### config.mk
export PLATFORM = sky130hd
export DESIGN_NAME = alien_dir_scanner
export DESIGN_NICKNAME = d
export VERILOG_FILES = /design/src/rtl/alien_dir_scanner.sv
export SDC_FILE = /design/constraint.sdc
export NUM_CORES = 1
export LEC_CHECK = 0
export CORE_MARGIN = 2
export CORE_UTILIZATION = 30
export DETAILED_ROUTE_END_ITERATION = 16
export PLACE_DENSITY_LB_ADDON = 0.05
export RECOVER_POWER = 25
export SETUP_SLACK_MARGIN = 0.2
export SLEW_MARGIN = 20
export SYNTH_ARGS = -nofsm -noshare
export SYNTH_HDL_FRONTEND = slang
export SYNTH_SLANG_ARGS = --single-unit
### constraint.sdc
create_clock -name clk -period 11.6 [get_ports clk]
set_input_delay 2.32 -clock clk [delete_from_list [all_inputs] [get_ports clk]]
set_output_delay 2.32 -clock clk [all_outputs]
set_load 0.02 [all_outputs]
### src/rtl/alien_dir_scanner.sv
// Per-frame open-direction scanner for one alien: reads the four neighbour cells of the
// tunnel map when grid-aligned, otherwise derives directions from alignment. Macro: ALIEN_SCAN_EDGE_EN.
module alien_dir_scanner #(
    parameter int MAP_COLS   = 20,
    parameter int MAP_ROWS   = 15,
    parameter int CELL_SHIFT = 5,
    parameter int ADDR_W     = 9
) (
    input  logic              clk,
    input  logic              resetN,
    input  logic              startOfFrame,
    input  logic [10:0]       alien_topLeftX,
    input  logic [10:0]       alien_topLeftY,
    output logic              map_rd_en,
    output logic [ADDR_W-1:0] map_addr,
    input  logic              map_rdata,
    output logic [3:0]        free_direction,
    output logic [3:0]        HitEdgeCode,
    output logic              dir_valid,
    output logic              busy
);

    localparam int AW1 = ADDR_W + 1;
    localparam logic signed [11:0] ColsS = 12'(MAP_COLS);
    localparam logic signed [11:0] RowsS = 12'(MAP_ROWS);

    typedef enum logic [2:0] {
        StIdle,
        StLatch,
        StRdUp,
        StRdRight,
        StRdDown,
        StRdLeft,
        StFlush,
        StUpdate
    } state_e;

    state_e            state_q, state_d;
    logic [10:0]       x_q, x_d, y_q, y_d;
    logic [3:0]        free_w_q, free_w_d;
    logic [3:0]        free_q, free_d;
    logic              pend_q, pend_d;
    logic              valid_q, valid_d;
    logic [ADDR_W-1:0] addr_q, addr_d;
`ifdef ALIEN_SCAN_EDGE_EN
    logic [3:0]        edge_w_q, edge_w_d;
    logic [3:0]        hit_q, hit_d;
`endif

    logic signed [11:0] x_ext, y_ext, col_c, row_c, nb_col, nb_row;
    logic               ax, ay, in_map, nb_oob, rd_state;
    logic [AW1-1:0]     addr_full;
    logic [ADDR_W-1:0]  addr_trunc;

    // Position is sampled live during LATCH and held for the rest of the scan.
    assign x_d   = (state_q == StLatch) ? alien_topLeftX : x_q;
    assign y_d   = (state_q == StLatch) ? alien_topLeftY : y_q;
    assign x_ext = {x_d[10], x_d};
    assign y_ext = {y_d[10], y_d};
    assign col_c = x_ext >>> CELL_SHIFT;
    assign row_c = y_ext >>> CELL_SHIFT;
    assign ax    = (x_d[CELL_SHIFT-1:0] == '0);
    assign ay    = (y_d[CELL_SHIFT-1:0] == '0);
    assign in_map = !x_d[10] && !y_d[10] && (col_c < ColsS) && (row_c < RowsS);

    always_comb begin
        nb_col = col_c;
        nb_row = row_c;
        case (state_q)
            StRdUp:    nb_row = row_c - 12'sd1;
            StRdRight: nb_col = col_c + 12'sd1;
            StRdDown:  nb_row = row_c + 12'sd1;
            StRdLeft:  nb_col = col_c - 12'sd1;
            default: ;
        endcase
    end

    assign nb_oob = (nb_col < 12'sd0) || (nb_col >= ColsS) ||
                    (nb_row < 12'sd0) || (nb_row >= RowsS);
    assign rd_state = (state_q == StRdUp) || (state_q == StRdRight) ||
                      (state_q == StRdDown) || (state_q == StRdLeft);

    // Bounds are already checked, so the narrow multiply cannot alias a valid cell.
    assign addr_full  = AW1'(nb_row) * AW1'(MAP_COLS) + AW1'(nb_col);
    assign addr_trunc = ADDR_W'(addr_full);

    assign map_rd_en = rd_state && !nb_oob;
    assign addr_d    = map_rd_en ? addr_trunc : addr_q;
    assign map_addr  = addr_d;

    always_comb begin
        state_d  = state_q;
        free_w_d = free_w_q;
        pend_d   = 1'b0;
        free_d   = free_q;
        valid_d  = 1'b0;
`ifdef ALIEN_SCAN_EDGE_EN
        edge_w_d = edge_w_q;
        hit_d    = hit_q;
`endif
        unique case (state_q)
            StIdle: begin
                if (startOfFrame) state_d = StLatch;
            end
            StLatch: begin
                free_w_d = '0;
`ifdef ALIEN_SCAN_EDGE_EN
                edge_w_d = '0;
`endif
                state_d = StUpdate;
                if (in_map) begin
                    if (ax && ay) begin
                        state_d = StRdUp;
                    end else if (ay) begin
                        free_w_d = 4'b0101;
`ifdef ALIEN_SCAN_EDGE_EN
                        if (col_c == 12'sd0) begin
                            free_w_d[0] = 1'b0;
                            edge_w_d[0] = 1'b1;
                        end
                        if (col_c + 12'sd1 >= ColsS) begin
                            free_w_d[2] = 1'b0;
                            edge_w_d[2] = 1'b1;
                        end
`endif
                    end else if (ax) begin
                        free_w_d = 4'b1010;
`ifdef ALIEN_SCAN_EDGE_EN
                        if (row_c == 12'sd0) begin
                            free_w_d[3] = 1'b0;
                            edge_w_d[3] = 1'b1;
                        end
                        if (row_c + 12'sd1 >= RowsS) begin
                            free_w_d[1] = 1'b0;
                            edge_w_d[1] = 1'b1;
                        end
`endif
                    end
                end
            end
            // Each RD state issues its own read and captures the previous direction's data.
            StRdUp: begin
                pend_d  = map_rd_en;
                state_d = StRdRight;
`ifdef ALIEN_SCAN_EDGE_EN
                if (nb_oob) edge_w_d[3] = 1'b1;
`endif
            end
            StRdRight: begin
                free_w_d[3] = pend_q & map_rdata;
                pend_d      = map_rd_en;
                state_d     = StRdDown;
`ifdef ALIEN_SCAN_EDGE_EN
                if (nb_oob) edge_w_d[2] = 1'b1;
`endif
            end
            StRdDown: begin
                free_w_d[2] = pend_q & map_rdata;
                pend_d      = map_rd_en;
                state_d     = StRdLeft;
`ifdef ALIEN_SCAN_EDGE_EN
                if (nb_oob) edge_w_d[1] = 1'b1;
`endif
            end
            StRdLeft: begin
                free_w_d[1] = pend_q & map_rdata;
                pend_d      = map_rd_en;
                state_d     = StFlush;
`ifdef ALIEN_SCAN_EDGE_EN
                if (nb_oob) edge_w_d[0] = 1'b1;
`endif
            end
            StFlush: begin
                free_w_d[0] = pend_q & map_rdata;
                state_d     = StUpdate;
            end
            StUpdate: begin
                free_d  = free_w_q;
                valid_d = 1'b1;
                state_d = StIdle;
`ifdef ALIEN_SCAN_EDGE_EN
                hit_d   = edge_w_q;
`endif
            end
            default: state_d = StIdle;
        endcase
    end

    always_ff @(posedge clk) begin
        if (!resetN) begin
            state_q  <= StIdle;
            x_q      <= '0;
            y_q      <= '0;
            free_w_q <= '0;
            free_q   <= '0;
            pend_q   <= 1'b0;
            valid_q  <= 1'b0;
            addr_q   <= '0;
`ifdef ALIEN_SCAN_EDGE_EN
            edge_w_q <= '0;
            hit_q    <= '0;
`endif
        end else begin
            state_q  <= state_d;
            x_q      <= x_d;
            y_q      <= y_d;
            free_w_q <= free_w_d;
            free_q   <= free_d;
            pend_q   <= pend_d;
            valid_q  <= valid_d;
            addr_q   <= addr_d;
`ifdef ALIEN_SCAN_EDGE_EN
            edge_w_q <= edge_w_d;
            hit_q    <= hit_d;
`endif
        end
    end

    assign free_direction = free_q;
    assign dir_valid      = valid_q;
    assign busy           = (state_q != StIdle);
`ifdef ALIEN_SCAN_EDGE_EN
    assign HitEdgeCode    = hit_q;
`else
    assign HitEdgeCode    = 4'b0000;
`endif

endmodule
==> results by group <==
Global routing
  • Largest net degree at the start of global routing: 32
  • First-pass GRT wire length: 15000 um
  • Congestion Overflow GR: 0
  • Antenna violations before repair: 0
  • Vias in the first global route: 2910
  • Overall Global Routing Usage: 15.8%

Route
  • Via count: 3041
  • WL/cell: 15.7 um
  • Drt total wl: 9190 um
  • DRT iter0 DRCs: 155
  • Drt pass-1 iters: 4
  • Remaining antenna violation count: 0
  • DRT met1 WL: 4640 um
  • Met3 Routed Length: 337 um
  • DRC: 0
  • Vias per cell: 5.18
  • WL met2: 4120 um
  • Top sig layer: met4

Critical path
  • Reg2Reg Launch Point: state_q[1]$_SDFFE_PN0P_
  • Reg-to-reg endpoint: addr_q[8]$_SDFF_PN0_
  • Crit path capture type: primary output
  • Worst Path Arrival: 7610 ps
  • Worst-path fanout max: 4
  • CP required: 9280 ps
  • R2R cell count: 20
  • Nature of the critical path startpoint: input pin
  • Setup slack, reg-to-reg: 5740 ps
  • CP Class: input pin to primary output

Synthesis
  • Largest family of logic cells by synthesized area: simple AND/OR/NAND/NOR gates
  • Yosys Warn Count: 0
  • Post-synth ARST share: 0%
  • Ys flop type: dfxtp_1
  • Yosys cell types: 70
  • Synth area leader: dfxtp_1
  • Mux cell area share after synthesis: 10.0%
  • XOR/XNOR share of the synthesized area: 3.38%
  • Post-synth EDFFs: 0
  • Post-Syn Area: 3370 um2
  • Syn Inst Count: 421
  • Post-Synth Adder-Cell Area: 8.61%
  • Top cells by area, synth: dfxtp_1 (26%), ha_1 (7.4%), nand2_1 (6.6%)
  • Yosys reg bits: 44
  • Synth Area in Compound Gates: 21.1%
  • Top-area cell type share of the netlist area: 26.1%
  • Syn Area/Cell: 8.01 um2
  • Simple-gate share of the synthesized area: 23.8%
  • Seq/Total Area, Yosys: 26.1%

CTS
  • CTS tree: done
  • Depth of the CTS H-tree: 2
  • Resize count post-CTS: 0
  • Setup repair bufs after CTS: 0
  • CTS root buf: clkbuf_8
  • CTS clk-pin slew, worst paths: 100 ps
  • Max clock buf depth: 2
  • Cts bufs inserted: 5
  • CTS sink cnt: 44
  • # hold bufs at CTS: 0
  • Clock Latency Late Sink: 300 ps

Power and ir drop
  • Switch Pwr: 416 uW
  • Switching share of power: 46.2%
  • Comb pwr share: 65.9%
  • Worst vdd ir: 0.105 mV
  • Power Density: 229 nW/um2
  • Flop pwr share: 22.0%
  • Internal power: 484 uW
  • P_leak: 0.00159 uW
  • Clock share of power: 12.0%

Die
  • Overall die height: 110 um
  • Die width: 110 um
  • Core ar.: 10900 um2
  • Row count: 38
  • Ports: 46
  • Initial core utilization: 31.0%
  • Die area: 12100 um2

Timing
  • Final Hold Viols: 0
  • Final Skew: 8.53 ps
  • Crit path time final: 9930 ps
  • Hold slack: 453 ps
  • Period utilization: 85.6%
  • Fmax achieved: 101 MHz
  • RSZ-0062 raised after global routing: false
  • Setup TNS: 0 ps
  • Final setup violation count: 0
  • Slew @ Worst Pin: 1070 ps
  • Relative slew slack: 28.4%
  • Fin. max-slew vios: 0

Min path
  • Hold WC Path Type: flop to flop
  • Hold depth: 2
  • Hold EP: x_q[3]$_SDFF_PN0_
  • Worst hold start: x_q[3]$_SDFF_PN0_

Finish
  • Layout area overhead: 16.5%
  • Antenna fix cells: 0
  • Layout cells sized above 1: 7.61%
  • Final Core Density: 36.1%
  • Fin nets: 494

Place
  • Gpl congestion: 0.768
  • DP HPWL: 6760 um
  • IO buf count: 41

Run
  • Total of max-cap violations: 0

Outcome
  • Status: finished clean
==> final cells by class <==
cell class | instances | area (um2)
timing repair buffer | 44 | 433
inverter | 18 | 70.1
tap | 140 | 175
fill | 1143 | 6960
multi-input combinational | 333 | 2270
sequential | 44 | 881
clock buffer | 6 | 82.6
clock inverter | 2 | 15.0
==> state kept, by name, indices dropped and copies added (netlist names) <==
signal	count
x_q	11
y_q	11
addr_q	9
free_direction	4
free_w_q	4
state_q	3
dir_valid	1
pend_q	1
==> worst max-delay path by stage <==
stage / from / slack [ps] / end
after global placement: alien_topLeftY[6] / 1790 / map_addr[8]
final: alien_topLeftY[6] / 1670 / map_addr[8]
after detailed placement: alien_topLeftY[6] / 1640 / map_addr[8]
after floorplan: alien_topLeftY[6] / 3100 / map_addr[8]
after global routing: alien_topLeftY[6] / 1270 / map_addr[8]
after CTS: alien_topLeftY[6] / 1600 / map_addr[8]
==> layout by cell type (no fill, tap or decap), types with 5 or more instances in the layout <==
cell type and n:
ha_1 20, nor2b_1 8, mux2_4 6, or4_1 5, clkbuf_8 6, nor2_1 36
nor3_1 9, a21oi_1 34, mux2i_1 18, xnor2_1 10, mux2_2 6, o21ai_0 19
o211ai_1 6, or3_1 5, dlygate4sd3_1 6, nand3_1 10, inv_1 16, a31oi_1 5
nand2_1 59, clkdlybuf4s50_1 35, dfxtp_1 44
==> power groups by stage <==
stage | logic (uW) | registers [uW] | clock network [uW]
after floorplan | 470 | 186 | 0
after global placement | 592 | 201 | 0
after detailed placement | 597 | 202 | 0
after CTS | 601 | 198 | 115
after global routing | 662 | 202 | 120
final | 594 | 198 | 108
==> synth_stat cells (all sizes together) (4+ instances only) <==
cell type and number:
nor2b 8, o22ai 4, clkbuf 19, nand2 60
o21ai 20, mux2 12, or4 5, nor4b 4
buf 10, or3 5, o211ai 6, nand3 10
a31oi 5, xnor2 10, ha 20, nor2 36
inv 17, mux2i 18, dfxtp 44, nor3 9
a21oi 35
==> layer usage <==
layer	up-vias	track usage [%]
li1	1555	-
met1	1434	22.1
met2	46	25.7
met3	6	2.41
met4	0	3.35
met5	-	0
==> worst max-delay path, cell delays in order <==
cell and delay (ps):
clkdlybuf4s50_1 520, nor4bb_1 530, a21oi_2 100, mux2_2 290
ha_1 190, a2111oi_2 470, xnor2_1 170, nand2_1 90
o21ai_0 130, ha_1 270, ha_1 210, fa_1 470
ha_1 340, o21ai_0 120, o21bai_1 90, a21oi_1 180
xnor2_1 170, xnor2_1 170, mux2_2 180, clkdlybuf4s50_1 590
==> logic make-up after synthesis <==
logic type                 count (synthesis)
adders and majority gates                 22
and+or+nand+nor                          159
other                                      1
xor gates and xnor gates                  13
buffers and inverters                     47
AOI/OAI and AO/OA                        105
DFF                                       44
muxes                                     30
==> through the flow <==
| step | instance area (um2) | cells | total power [uW] | setup slack [ps] |
|---|---|---|---|---|
| 2_1_floorplan | 3380 | 424 | 656 | 3100 |
| 3_3_place_gp | 3830 | 579 | 794 | 1790 |
| 3_5_place_dp | 3830 | 579 | 799 | 1640 |
| 4_1_cts | 3930 | 587 | 914 | 1600 |
| 5_1_grt | 3930 | 587 | 984 | 1270 |
| 6_report | 3930 | 587 | 900 | 1670 |
No activity file was read; power rests on OpenSTA's default activity.
